--- src/rtl/alu_issue_ctrl.sv ---
// -----------------------------------------------------------------------------
// alu_issue_ctrl
//   Issue sequencer for the ALU datapath. It accepts 32-bit instruction words
//   over a valid/ready handshake and decodes them into ALU controls (Imm, S,
//   Cin). The controls then move through a 3-stage ID -> EX -> WB pipeline.
//   The datapath has no forwarding. A read-after-write dependency on an
//   instruction still in EX or WB therefore holds the consumer in ID, and
//   bubbles are inserted into EX until the producer has written back.
//
//   Optional feature macro: ALU_ISSUE_PERF_EN
//     When defined, the block adds the saturating counters retire_cnt and
//     stall_cnt.
//
// Ports
//   clk, rst_n      rising-edge clock, asynchronous active-low reset
//   ibus/ivalid     instruction word and offer strobe
//   iready          ID can take ibus this cycle
//   ex_valid        EX holds a real instruction
//   imm_ex/s_ex/cin_ex   ALU B-select, function, carry-in
//   rs_ex/rt_ex     register-file read addresses
//   imm16_ex        immediate field
//   wb_valid/wb_rd  register-file write strobe and destination
//   illegal         one-cycle pulse after an undecodable word is accepted
//   retire_cnt/stall_cnt  (ALU_ISSUE_PERF_EN only) performance counters
// -----------------------------------------------------------------------------
module alu_issue_ctrl #(
  parameter int ADDR_W = 5,
  parameter int CNT_W  = 16
) (
  input  logic              clk,
  input  logic              rst_n,
  input  logic [31:0]       ibus,
  input  logic              ivalid,
  output logic              iready,
  output logic              ex_valid,
  output logic              imm_ex,
  output logic [2:0]        s_ex,
  output logic              cin_ex,
  output logic [ADDR_W-1:0] rs_ex,
  output logic [ADDR_W-1:0] rt_ex,
  output logic [15:0]       imm16_ex,
  output logic              wb_valid,
  output logic [ADDR_W-1:0] wb_rd,
  output logic              illegal
`ifdef ALU_ISSUE_PERF_EN
  ,
  output logic [CNT_W-1:0]  retire_cnt,
  output logic [CNT_W-1:0]  stall_cnt
`endif
);

  // Register fields are 5 bits wide in the instruction word. A narrower
  // address bus would silently alias registers, so it is rejected here.
  if (ADDR_W < 5 || CNT_W < 1) begin : g_bad_cfg
    $error("alu_issue_ctrl: ADDR_W must be >= 5 and CNT_W >= 1");
  end

  typedef struct packed {
    logic       legal;
    logic       imm;     // 1 = immediate B operand (I-type)
    logic [2:0] s;
    logic       cin;
    logic       use_rt;  // rt is a source operand (R-type only)
    logic [4:0] dest;
  } dec_t;

  // Undecodable words come back all-zero. The bubble and no-hazard
  // behaviour of illegal words then follows from legal=0 alone.
  function automatic dec_t decode(input logic [31:0] w);
    dec_t d;
    d = '0;
    d.legal = 1'b1;
    if (w[31:26] == 6'b000000) begin
      d.imm    = 1'b0;
      d.use_rt = 1'b1;
      d.dest   = w[15:11];
      case (w[5:0])
        6'b000011: begin d.s = 3'b010; d.cin = 1'b0; end  // ADD
        6'b000010: begin d.s = 3'b011; d.cin = 1'b1; end  // SUB
        6'b000001: begin d.s = 3'b000; d.cin = 1'b0; end  // XOR
        6'b000111: begin d.s = 3'b110; d.cin = 1'b0; end  // AND
        6'b000100: begin d.s = 3'b100; d.cin = 1'b0; end  // OR
        default:   d.legal = 1'b0;
      endcase
    end else begin
      d.imm    = 1'b1;
      d.use_rt = 1'b0;
      d.dest   = w[20:16];
      case (w[31:26])
        6'b000011: begin d.s = 3'b010; d.cin = 1'b0; end  // ADDI
        6'b000010: begin d.s = 3'b011; d.cin = 1'b1; end  // SUBI
        6'b000001: begin d.s = 3'b000; d.cin = 1'b0; end  // XORI
        6'b001111: begin d.s = 3'b110; d.cin = 1'b0; end  // ANDI
        6'b001100: begin d.s = 3'b100; d.cin = 1'b0; end  // ORI
        default:   d.legal = 1'b0;
      endcase
    end
    if (!d.legal) d = '0;
    return d;
  endfunction

  // ---------------------------------------------------------------------------
  // Pipeline state
  // ---------------------------------------------------------------------------
  logic              id_valid;
  logic [31:0]       id_word;
  logic [ADDR_W-1:0] ex_dest;

  dec_t              id_dec;
  dec_t              in_dec;
  logic [ADDR_W-1:0] src_a, src_b;
  logic              hit_a, hit_b;
  logic              hazard;
  logic              accept;
  logic              issue;

  assign id_dec = decode(id_word);
  assign in_dec = decode(ibus);

  assign src_a = ADDR_W'(id_word[25:21]);
  assign src_b = ADDR_W'(id_word[20:16]);

  // Register 0 is never a real dependency, so it is excluded as a source.
  always_comb begin
    hit_a = (src_a != '0) &&
            ((ex_valid && (src_a == ex_dest)) || (wb_valid && (src_a == wb_rd)));
    hit_b = id_dec.use_rt && (src_b != '0) &&
            ((ex_valid && (src_b == ex_dest)) || (wb_valid && (src_b == wb_rd)));
    hazard = id_valid && id_dec.legal && (hit_a || hit_b);
  end

  // hazard already implies id_valid, so this is !id_valid || !hazard.
  assign iready = !hazard;
  assign accept = ivalid && iready;
  assign issue  = id_valid && id_dec.legal && !hazard;

  // ID: holds its word while stalled and otherwise loads on every edge. With
  // ivalid low it loads a bubble. The stale word is harmless because id_valid
  // is then 0.
  always_ff @(posedge clk or negedge rst_n) begin
    if (!rst_n) begin
      id_valid <= 1'b0;
      id_word  <= '0;
    end else if (!hazard) begin
      id_valid <= ivalid;
      if (ivalid) id_word <= ibus;
    end
  end

  // illegal is registered at the accepting edge, so it is seen in the cycle
  // the word sits in ID. Illegal words never stall, so the pulse is one cycle.
  always_ff @(posedge clk or negedge rst_n) begin
    if (!rst_n) illegal <= 1'b0;
    else        illegal <= accept && !in_dec.legal;
  end

  // EX: every control is forced to zero on a bubble. A downstream observer
  // then sees no activity on the ALU controls while ex_valid is low.
  always_ff @(posedge clk or negedge rst_n) begin
    if (!rst_n) begin
      ex_valid <= 1'b0;
      imm_ex   <= 1'b0;
      s_ex     <= '0;
      cin_ex   <= 1'b0;
      rs_ex    <= '0;
      rt_ex    <= '0;
      imm16_ex <= '0;
      ex_dest  <= '0;
    end else if (issue) begin
      ex_valid <= 1'b1;
      imm_ex   <= id_dec.imm;
      s_ex     <= id_dec.s;
      cin_ex   <= id_dec.cin;
      rs_ex    <= src_a;
      rt_ex    <= src_b;
      imm16_ex <= id_word[15:0];
      ex_dest  <= ADDR_W'(id_dec.dest);
    end else begin
      ex_valid <= 1'b0;
      imm_ex   <= 1'b0;
      s_ex     <= '0;
      cin_ex   <= 1'b0;
      rs_ex    <= '0;
      rt_ex    <= '0;
      imm16_ex <= '0;
      ex_dest  <= '0;
    end
  end

  // WB: always advances, including during an ID stall.
  always_ff @(posedge clk or negedge rst_n) begin
    if (!rst_n) begin
      wb_valid <= 1'b0;
      wb_rd    <= '0;
    end else begin
      wb_valid <= ex_valid;
      wb_rd    <= ex_valid ? ex_dest : '0;
    end
  end

`ifdef ALU_ISSUE_PERF_EN
  // Saturating counters: retirements (WB writes) and hazard stall cycles.
  always_ff @(posedge clk or negedge rst_n) begin
    if (!rst_n) begin
      retire_cnt <= '0;
      stall_cnt  <= '0;
    end else begin
      if (wb_valid && (retire_cnt != '1)) retire_cnt <= retire_cnt + CNT_W'(1);
      if (hazard   && (stall_cnt  != '1)) stall_cnt  <= stall_cnt  + CNT_W'(1);
    end
  end
`endif

endmodule

--- config.mk ---
export PLATFORM = sky130hd
export DESIGN_NAME = alu_issue_ctrl
export DESIGN_NICKNAME = d
export VERILOG_FILES = /design/src/rtl/alu_issue_ctrl.sv
export SDC_FILE = /design/constraint.sdc
export NUM_CORES = 1
export LEC_CHECK = 0
export BUFFER_PORTS_ARGS = -buffer_cell sky130_fd_sc_hd__clkbuf_2
export CAP_MARGIN = 10
export CORE_UTILIZATION = 41
export DETAILED_ROUTE_END_ITERATION = 12
export PLACE_DENSITY = 0.67
export SYNTH_ARGS = -nofsm -noshare
export SYNTH_HDL_FRONTEND = slang
export SYNTH_SLANG_ARGS = --single-unit
--- constraint.sdc ---
create_clock -name clk -period 2.05 [get_ports clk]
set_input_delay 0.205 -clock clk [delete_from_list [all_inputs] [get_ports clk]]
set_output_delay 0.205 -clock clk [all_outputs]
set_load 0.1 [all_outputs]
# Word-level counts from Yosys, hierarchy flattened
# Cells that the tools add are included.
dict set report word_totals {
  out_inout_bits 40
  reg_bits 77
  input_bits 35
  wordCells 85
}
dict set report classes {
  mux 21
  n_eq_ne 24
  n_reduce_logical 26
  bitwise_logic 1
}
# cell n
set op_table {}
lappend op_table {{$pmux 4 s4} 4}
lappend op_table {{$eq 6x2->1 const B} 8}
lappend op_table {{$mux 12} 4}
lappend op_table {{$eq 6x1->1 const B} 4}
lappend op_table {{$eq 6x3->1 const B} 4}
lappend op_table {{$eq 6x4->1 const B} 4}
lappend op_table {{$eq 5x5->1} 4}
lappend op_table {{$mux 5} 4}
lappend op_table {{$reduce_or 5->1} 4}
lappend op_table {{$mux 16} 1}
lappend op_table {{$logic_and 1x1->1} 12}
lappend op_table {{$logic_not 6->1} 2}
lappend op_table {{$reduce_bool 5->1} 2}
lappend op_table {{$mux 1} 7}
lappend op_table {{$logic_or 1x1->1} 3}
lappend op_table {{$mux 3} 1}
lappend op_table {{$logic_not 1->1} 2}
lappend op_table {{$reduce_and 2->1} 1}
lappend op_table {{$not 1->1} 1}

# Longest topological paths before layout
dict set report depth {
  ltp_word 12
  ltp_mapped 8
}

# Worst setup path before layout
# No wires, ideal clock.
dict set report synth_timing {
  path_type {register to output}
  start {reg wb_rd[0]}
  end {out iready}
  arrival_ps 2268
  n_path_buf 0
  stages_incl_launch_ff 7
  required_ps 1845
  slack_ps -423
  cell_sequence {dfrtp_1 xnor2_1 nand4_1 o22ai_1 o211ai_2 a21oi_1 inv_1}
}
dict set report synth_via {
  elab_chain_cells 7
}
# item line_no
set synth_lines {}
lappend synth_lines {{start: declaration} 43} ;# output logic [ADDR_W-1:0] wb_rd,
lappend synth_lines {{start signal: assignment} 197} ;# wb_rd <= ex_valid ? ex_dest : '0;
lappend synth_lines {{$eq 5x5->1, on equally long branches} {126, 128}}
lappend synth_lines {{$logic_and 1x1->1, on equally long branches} {126, 128}}
lappend synth_lines {{$logic_or 1x1->1, on equally long branches} {126, 128}}
lappend synth_lines {{$logic_and 1x1->1, on equally long branches} {125, 127}}
lappend synth_lines {{$logic_or 1x1->1 *} 129} ;# hazard = id_valid && id_dec.legal && (hit_a || hit_b);
lappend synth_lines {{$logic_and 1x1->1 *} 129}
lappend synth_lines {{$logic_not 1->1 *} -}
lappend synth_lines {{end: declaration} 34} ;# output logic iready,
# Mark *: on every way between the ends. The rest lies on a longest branch, timed or not.

# Final worst setup path
dict set report layout_timing {
  start {reg id_word[0]}
  end {reg id_word[22]}
}
dict set report layout_via {
  elab_chain_cells 11
}
# item line_no
set layout_lines {}
lappend layout_lines {{start: declaration} 106} ;# logic [31:0] id_word;
lappend layout_lines {{start signal: assignment} 146} ;# if (ivalid) id_word <= ibus;
lappend layout_lines {{$eq 6x3->1 (tied with other cells)} 77} ;# case (w[5:0])
lappend layout_lines {{$reduce_or 5->1 (no source line) *} -}
lappend layout_lines {{$mux 1 *} 77}
lappend layout_lines {{$mux 12 *} 73} ;# if (w[31:26] == 6'b000000) begin
lappend layout_lines {{$mux 12 *} 98} ;# if (!d.legal) d = '0;
lappend layout_lines {{$logic_and 1x1->1 (2 in a row)} 127} ;# hit_b = id_dec.use_rt && (src_b != '0) &&
lappend layout_lines {{$logic_or 1x1->1} 129}
lappend layout_lines {{$logic_and 1x1->1 *} 129}
lappend layout_lines {{$not 1->1 (no source line) *} -}
lappend layout_lines {{$reduce_and 2->1 (no source line) *} -}
# Marked as above.
# A chain may end at the register's enable or synchronous reset.

==> impl_metrics.json <==
{
  "grt_pass1_vias": 2389,
  "min_period_ns": 2.38,
  "syn_nets": 282,
  "post_drt_wl_per_cell_um": 16.1,
  "grt-ovfl-total": 0,
  "hpwl_um": 5020,
  "internal_power_uw": 2510,
  "synth_cell_types": 43,
  "ys_top_cells_by_area": "dfrtp_1 57%, mux2_4 13%, and2_1 5.8%",
  "arrival_ns": 2.63,
  "crit_fanout": 4,
  "insertion_delay_ns": 0.36,
  "antenna_cells": 0,
  "irDropWorstVdd_mv": 0.402,
  "power_frac_clock": 0.330,
  "finalWorstSetupSlack_ns": -0.334,
  "nNetsFinal": 422,
  "die_area_um2": 8530,
  "initial_core_util": 0.429,
  "first_pass_iters": 4,
  "hp-class": "input pin to flop",
  "required_ns": 2.29,
  "synthArstFlopShare": 1.00,
  "slew_headroom": 0.623,
  "numClockSinks": 76,
  "rows": 32,
  "synth_top_area_frac": 0.568,
  "ys_ff_latch": 76,
  "status": "complete, but fails checks",
  "vias": 2389,
  "seqPwrFrac": 0.462,
  "ios": 75,
  "netlist_instances": 247,
  "final.period_utilization": 1.16,
  "antenna_found_initial": 0,
  "clk_pin_slew_ns": 0.09,
  "viasPerCell": 4.84,
  "rsz0062_at_grt": "yes",
  "setup_viol": 61,
  "switching_share": 0.304,
  "gp_congestion": 0.852,
  "fp.dieW_um": 92.3,
  "core_um2": 7810,
  "leakage_uw": 0.00230,
  "yosys.area.top_type": "dfrtp_1",
  "totalNegativeSetupSlack_ns": -9.36,
  "power_uw": 3600,
  "register_area_um2": 1930,
  "ys_seq_area_frac": 0.568,
  "fin_skew_ns": 0.00661,
  "power.switching_uw": 1090,
  "grt_usage": 0.181,
  "die_h_um": 92.3,
  "slew_violations": 0,
  "final.fill_count": 646,
  "tightestPinTransition_ns": 0.568,
  "cts_tree": "built",
  "finalHoldViolCount": 0,
  "fmax_ghz": 0.419,
  "area_growth_pct": 41.1,
  "max_cap_viol_count": 0,
  "post_dp_cell_area_um2": 4120,
  "multi_input_area_um2": 1440,
  "start_kind": "flop",
  "layout-drive-gt1-share": 0.554,
  "yosysWarnings": 0,
  "htree_levels": 3,
  "grt_start_max_net_pins": 41,
  "fin_area_um2": 4720,
  "drt-total-wl_um": 7950,
  "critical_path_class": "flop to flop",
  "pwr-share-comb": 0.208,
  "grt_pass1_wl_um": 11600,
  "endpoint_kind": "flop",
  "antenna_left": 0,
  "synth_area_per_cell_um2": 13.5,
  "drc_errors": 0,
  "synth_flop_cell": "dfrtp_1",
  "powerDensity_nw_per_um2": 763,
  "clockBufferDepth": 2,
  "rrSetupSlack_ns": -0.33,
  "drtIter0Drc": 56,
  "portBuffers": 74,
  "cts_buffers": 9,
  "synth_edf_count": 0,
  "violations": "setup timing",
  "post-route-util": 0.605,
  "syn_area_um2": 3350,
  "cts_root_buffer": "clkbuf_8"
}
==> worst paths after layout <==
kind,from,to,cells after the start
worst max-delay path,id_word[0],id_word[22],11
worst min-delay path,ibus[8],id_word[8],2
worst max register to register,id_word[0],id_word[22],11
worst min register to register,id_word[10],imm16_ex[10],1
max in group asynchronous,rst_n,id_word[29],3
min in group asynchronous,rst_n,imm16_ex[15],2
==> worst max-delay path: stages, from the launching register on <==
cell and delay, ns:
dfrtp_1 0.42, xor2_1 0.22, mux2i_1 0.14, nor3b_4 0.27
buf_6 0.14, o21ai_4 0.06, buf_4 0.15, a22oi_4 0.20
buf_6 0.16, buf_6 0.11, buf_16 0.11, mux2_4 0.29
==> metal layers <==
metal  share of wire  GRT usage
met1            0.41      0.227
met2            0.52      0.297
met3           0.045     0.0312
met4           0.031      0.103
met5               0          0
==> cells in the mapped netlist (all sizes together) (2+ instances only) <==
| cell type | n |
|---|---|
| dfrtp | 76 |
| and2 | 32 |
| mux2 | 29 |
| xnor2 | 22 |
| nor2 | 12 |
| nand2 | 11 |
| inv | 7 |
| buf | 6 |
| mux2i | 6 |
| nand3 | 5 |
| nand4 | 5 |
| o21ai | 4 |
| o22ai | 4 |
| a21oi | 3 |
| a31oi | 2 |
| nand2b | 2 |
| nand3b | 2 |
| nor3 | 2 |
| nor4 | 2 |
| o211ai | 2 |
| xor2 | 2 |
==> cell type report <==
class / instances / area share
Inverter: 7 / 0.00689
Timing Repair Buffer: 135 / 0.208
Multi-Input combinational cell: 158 / 0.306
Tap cell: 102 / 0.0270
Clock buffer: 9 / 0.0262
Sequential cell: 76 / 0.409
Clock inverter: 7 / 0.0175
==> repair_timing <==
item | 4_1_cts | 5_1_grt
pin swaps | 7 | 8
endpoints found under the hold margin | 37 | 0
gates resized for setup | 16 | 20
gates cloned | 1 | 4
hold buffers | 1 | 0
endpoints found under the setup margin | 30 | 65
buffers inserted | 10 | 9
==> layout by cell type, fill, tap and decap left out, types with 4 or more instances in the layout <==
cell	instances
dfrtp_1	64
buf_12	4
nand2_1	10
clkbuf_2	72
mux2i_1	6
nand4_1	5
dfrtp_2	7
buf_6	9
nor2_1	9
buf_4	45
inv_1	5
mux2_4	29
dfrtp_4	5
and2_1	31
xnor2_1	22
clkbuf_8	9
==> cells by family after synthesis <==
group                  count (synthesis)  synth area share
buffers and inverters                 13            0.0310
XOR/XNOR                              24            0.0628
multiplexers                          35             0.147
AO/OA/AOI/OAI                         22            0.0524
flip-flops                            76             0.568
AND/OR/NAND/NOR                       77             0.138
==> metrics by stage <==
stage	hold WS [ns]	cells	worst slack (ns)
finish	0.0733	494	-0.334
global route	0.0678	494	-0.423
global placement	0.208	454	-0.0123
CTS	0.0661	482	-0.249
floorplan	-0.0906	247	-0.0803
detailed placement	0.214	454	-0.0538
==> state kept, by name, indices dropped and copies added (netlist names) <==
name and flops:
ex_dest 5, ex_valid 1, id_valid 1, id_word 32, illegal 1, imm16_ex 16, imm_ex 1, rs_ex 5
rt_ex 5, s_ex 3, wb_rd 5, wb_valid 1
==> power by group through the flow <==
stage	Sequential [uW]	Combinational [uW]	Clock, uW
after CTS	1660	679	1200
final	1670	750	1190
after detailed placement	1690	643	0
after global routing	1680	798	1280
after floorplan	1840	261	0
after global placement	1690	633	0
Power figures use the tool's default switching activity.
